--- config.mk ---
export PLATFORM = sky130hd
export DESIGN_NAME = temporizador_regressivo
export DESIGN_NICKNAME = d
export VERILOG_FILES = /design/src/rtl/temporizador_regressivo.sv
export SDC_FILE = /design/constraint.sdc
export NUM_CORES = 1
export LEC_CHECK = 0
export ABC_AREA = 1
export BUFFER_PORTS_ARGS = -buffer_cell sky130_fd_sc_hd__buf_2
export CAP_MARGIN = 5
export CORE_UTILIZATION = 45
export CTS_CLUSTER_DIAMETER = 150
export DETAILED_ROUTE_END_ITERATION = 10
export HOLD_SLACK_MARGIN = 0.06
export PLACE_DENSITY_LB_ADDON = 0.2
export SYNTH_ARGS = -nofsm -noshare
export SYNTH_HDL_FRONTEND = slang
export SYNTH_SLANG_ARGS = --single-unit
--- constraint.sdc ---
create_clock -name clock -period 1.5 [get_ports clock]
set_input_delay 0.075 -clock clock [delete_from_list [all_inputs] [get_ports clock]]
set_output_delay 0.075 -clock clock [all_outputs]
set_load 0.01 [all_outputs]
--- src/rtl/temporizador_regressivo.sv ---
// Countdown timer: loads D, then decrements Q once every PRESCALE counting
// cycles until it reaches zero, where it raises and holds done.
module temporizador_regressivo #(
    parameter int WIDTH    = 16,
    parameter int PRESCALE = 50000
) (
    input  logic             clock,
    input  logic             clr,
    input  logic             ld,
    input  logic             start,
    input  logic             pause,
    input  logic [WIDTH-1:0] D,
    output logic [WIDTH-1:0] Q,
    output logic             tick,
    output logic             done,
    output logic             running
);

    typedef enum logic [1:0] {
        PARADO   = 2'd0,
        CONTANDO = 2'd1,
        PAUSADO  = 2'd2,
        EXPIRADO = 2'd3
    } estado_t;

    localparam logic [15:0] PRESC_MAX = 16'(PRESCALE - 1);

    estado_t          estado_q;
    logic [15:0]      presc_q;
    logic [WIDTH-1:0] q_q;
    logic             tick_q;
    logic             done_q;

    // NOTE: all state lives in this one clocked block and uses non-blocking
    // assignments, so every branch reads the pre-edge values of the registers.
    always_ff @(posedge clock or negedge clr) begin
        if (!clr) begin
            estado_q <= PARADO;
            presc_q  <= '0;
            q_q      <= '0;
            tick_q   <= 1'b0;
            done_q   <= 1'b0;
        end else if (!ld) begin
            estado_q <= PARADO;
            presc_q  <= '0;
            q_q      <= D;
            tick_q   <= 1'b0;
            done_q   <= 1'b0;
        end else begin
            case (estado_q)
                PARADO: begin
                    tick_q <= 1'b0;
                    if (start) begin
                        if (q_q != '0) begin
                            estado_q <= CONTANDO;
                            presc_q  <= '0;
                        end else begin
                            estado_q <= EXPIRADO;
                            done_q   <= 1'b1;
                        end
                    end
                end
                // The cycle that releases pause already counts, so the total
                // elapsed cycles exclude exactly the cycles with pause high.
                CONTANDO, PAUSADO: begin
                    if (pause) begin
                        estado_q <= PAUSADO;
                        tick_q   <= 1'b0;
                    end else if (presc_q == PRESC_MAX) begin
                        presc_q <= '0;
                        q_q     <= q_q - WIDTH'(1);
                        tick_q  <= 1'b1;
                        if (q_q == WIDTH'(1)) begin
                            estado_q <= EXPIRADO;
                            done_q   <= 1'b1;
                        end else begin
                            estado_q <= CONTANDO;
                        end
                    end else begin
                        presc_q  <= presc_q + 16'd1;
                        tick_q   <= 1'b0;
                        estado_q <= CONTANDO;
                    end
                end
                EXPIRADO: begin
                    tick_q <= 1'b0;
                    done_q <= 1'b1;
                end
                default: estado_q <= PARADO;
            endcase
        end
    end

    assign Q       = q_q;
    assign tick    = tick_q;
    assign done    = done_q;
    assign running = (estado_q == CONTANDO);

endmodule

==> results.py <==
metrics = {
    "synthesis": {
        "yosysTopAreaCell": "dfrtp_1",
        "synth_seq_cells": 36,
        "netlist_area_sq_um": 2450,
        "synth_top_cell_area_share_pct": 36.8,
        "yosysWarnings": 0,
        "synth-edff-count": 0,
        "synth.most_common_cell": "nand2_1",
        "async_flop_share_pct": 100,
        "ys.flop_type": "dfrtp_1",
        "synth_top_cells_by_count": "nand2_1, nor2_1, dfrtp_1",
        "synth_nets": 376,
        "avgSynthCellArea_sq_um": 7.00,
        "ys_types": 38,
        "syn_inst": 350,
        "ys_seq_area_share_pct": 36.8,
        "synth_area_leaders": "dfrtp_1, nand2_1, nor2_1",
    },
    "final_layout": {
        "multi_input_area_sq_um": 1460,
        "drive_above_1_share_pct": 35.7,
        "final_nets": 496,
        "areaGrowthSynthToFinish_pct": 46.0,
        "fill_cells": 440,
        "finalNonFillerCells": 541,
        "seq_area_sq_um": 903,
        "diodes": 0,
    },
    "floorplan": {
        "io-pin-count": 40,
        "die_w_um": 75.8,
        "die_h_um": 75.8,
        "start_util_pct": 47.4,
        "die-area_sq_um": 5740,
        "rows": 26,
        "core_sq_um": 5170,
    },
    "drt": {
        "drcViolationCount": 0,
        "via_count": 2698,
        "drtIter0Drc": 134,
        "wire_per_inst_um": 12.8,
        "wirelength_um": 6910,
        "vias_per_cell": 4.99,
        "first_pass_iters": 4,
        "ant_nets": 0,
    },
    "clocking": {
        "clk_latency_ns": 0.30,
        "htree_levels": 2,
        "path_clk_slew_ns": 0.07,
        "clock_sinks": 36,
        "cts_root_buf": "clkbuf_8",
        "cts_buffers": 5,
        "cts_tree": "built",
        "clockBufferDepth": 2,
    },
    "setup_path": {
        "cp.arrival_ns": 1.86,
        "path_max_fanout": 10,
        "critPathMaxStageDelay_ns": 0.36,
        "critical_path.top_delay_family": "simple AND/OR/NAND/NOR gates",
        "timing.rr.end": "presc_q[11]",
        "worst_setup_path_start_kind": "register",
        "critPathMostFrequentCell": "nand2_1",
        "critPathSlowestCell": "dfrtp_1",
        "endpoint_kind": "register",
        "path_class": "reg -> reg",
        "reg2reg_from": "estado_q[1]",
        "ff2ff_path_depth": 11,
        "critPathBufInv": 3,
        "cp_cell_sequence": "inv_2 -> ha_4 -> nand2_1 -> nor2_2 -> nor2_4 -> nand2_4 -> clkinv_8 -> buf_6 -> nand3_2 -> nand2_1 -> nor2_1",
        "cp.required_ns": 1.72,
        "reg2reg_slack_ns": -0.14,
    },
    "placed_design": {
        "io_buffers": 39,
        "dpl.hpwl_um": 5080,
        "dp_worst_setup_slack_ns": -0.188,
        "gp_congestion": 0.907,
        "place_inst": 516,
    },
    "sta": {
        "timing.fmax_ghz": 0.609,
        "setup-violations-final": 33,
        "slew_viol_final": 0,
        "setup_ws_ns": -0.142,
        "relSlewSlack_pct": 72.5,
        "period_share_pct": 109,
        "hold_viol_final": 0,
        "skew_ns": 0.00757,
        "worst_pin_slew_ns": 0.412,
        "tns_ns": -2.36,
        "fin_crit_ns": 1.64,
        "rsz0062_at_grt": "true",
    },
    "outcome": {
        "status": "finished, violations left",
        "violations": "setup timing",
    },
    "pwr": {
        "swShare_pct": 38.5,
        "p_seq_share_pct": 28.6,
        "leakagePower_nw": 1.71,
        "clkPwrFrac_pct": 18.0,
        "peakVddDrop_v": 0.00135,
        "power_density_nw_per_um2": 1140,
        "pwr-share-comb_pct": 53.4,
        "intPower_mw": 2.51,
        "p_sw_mw": 1.58,
    },
    "job": {
        "drv_cap": 0,
    },
    "global_route": {
        "gr-usage-all-layers_pct": 26.3,
        "overflow": 0,
        "grt_max_degree": 21,
        "antenna_found_initial": 0,
        "grt_pass1_wl_um": 11300,
        "grt_pass1_vias": 2508,
    },
    "worst_hold_path": {
        "hp-class": "in -> reg",
        "worstHoldStart": "D[5]",
        "whs_path_depth": 3,
        "min_to": "Q[5]",
    },
}
[worst max-delay path by stage]
stage,start,to,depth (start not counted)
2_1_floorplan,estado_q[0],presc_q[13],11
3_3_place_gp,estado_q[1],presc_q[8],11
3_5_place_dp,estado_q[1],presc_q[11],11
4_1_cts,estado_q[1],presc_q[8],11
5_1_grt,estado_q[1],presc_q[14],11
6_report,estado_q[1],presc_q[11],11
[worst min-delay path, cell delays in order]
cell and delay (ns):
buf_2 0.07, o21ai_0 0.06, o21ai_1 0.11
[sequential cells by signal (all words and copies together), names as in the netlist]
register and flops:
done 1, estado_q 2, presc_q 16, Q 16, tick 1
[final cells by class]
type | instances | share of cell area (%)
multi-input combinational | 271 | 40.9
tap | 70 | 2.45
inverter | 36 | 4.13
clock buffer | 8 | 2.52
sequential | 36 | 25.3
timing repair buffer | 120 | 24.7
[cells in the final DEF, fill, tap and decap left out, drive strengths merged, types with 2 or more instances in the layout]
cell type,Yosys,layout
buf,6,110
dlygate4sd3,0,10
o211ai,3,3
nor3,2,2
nand3,34,34
nand3b,2,2
nand4,8,8
xnor2,2,2
clkbuf,1,8
o21bai,4,4
nand2,114,114
a21oi,3,3
nor2,60,60
clkinv,1,2
dfrtp,36,36
inv,35,34
xor2,7,7
o21ai,20,20
ha,5,5
[repair_timing]
item,in CTS,in global routing
resized for setup,14,23
pin swaps,5,10
endpoints found under the setup margin,33,35
buffers inserted,3,4
hold buffers,10,0
hold endpoints to repair,39,0
[per-stage QoR]
stage	utilization, %	hold slack [ns]	total power [mW]	cell area [sq um]
floorplan	-	-0.221	2.24	2470
global placement	62.3	0.0258	3.06	3220
detailed placement	62.3	0.0369	3.10	3220
CTS	67.1	0.0670	3.99	3470
global route	69.1	0.0850	4.38	3580
finish	69.1	0.0666	4.09	3580
[per-layer routing]
layer  global-route usage (%)  wire [um]  vias up
met5                        0          0        -
met3                     4.50        287       10
met1                     37.1       3350     1232
met2                     40.6       3170       88
met4                     9.26         91        0
li1                         -          -     1368
[logic make-up after synthesis]
logic type / after synthesis / synth area share (%)
adders and majority gates: 5 / 2.55
DFF: 36 / 36.8
buffers and inverters: 43 / 7.81
and+or+nand+nor: 222 / 41.0
AOI/OAI and AO/OA: 35 / 8.68
xor gates and xnor gates: 9 / 3.22
[power groups by stage]
stage	Combinational (mW)	Clock [mW]	Sequential (mW)
floorplan	1.02	0	1.22
global placement	1.89	0	1.17
detailed placement	1.92	0	1.18
CTS	2.08	0.750	1.16
global route	2.41	0.785	1.18
finish	2.18	0.737	1.17
Power figures use the tool's default switching activity.
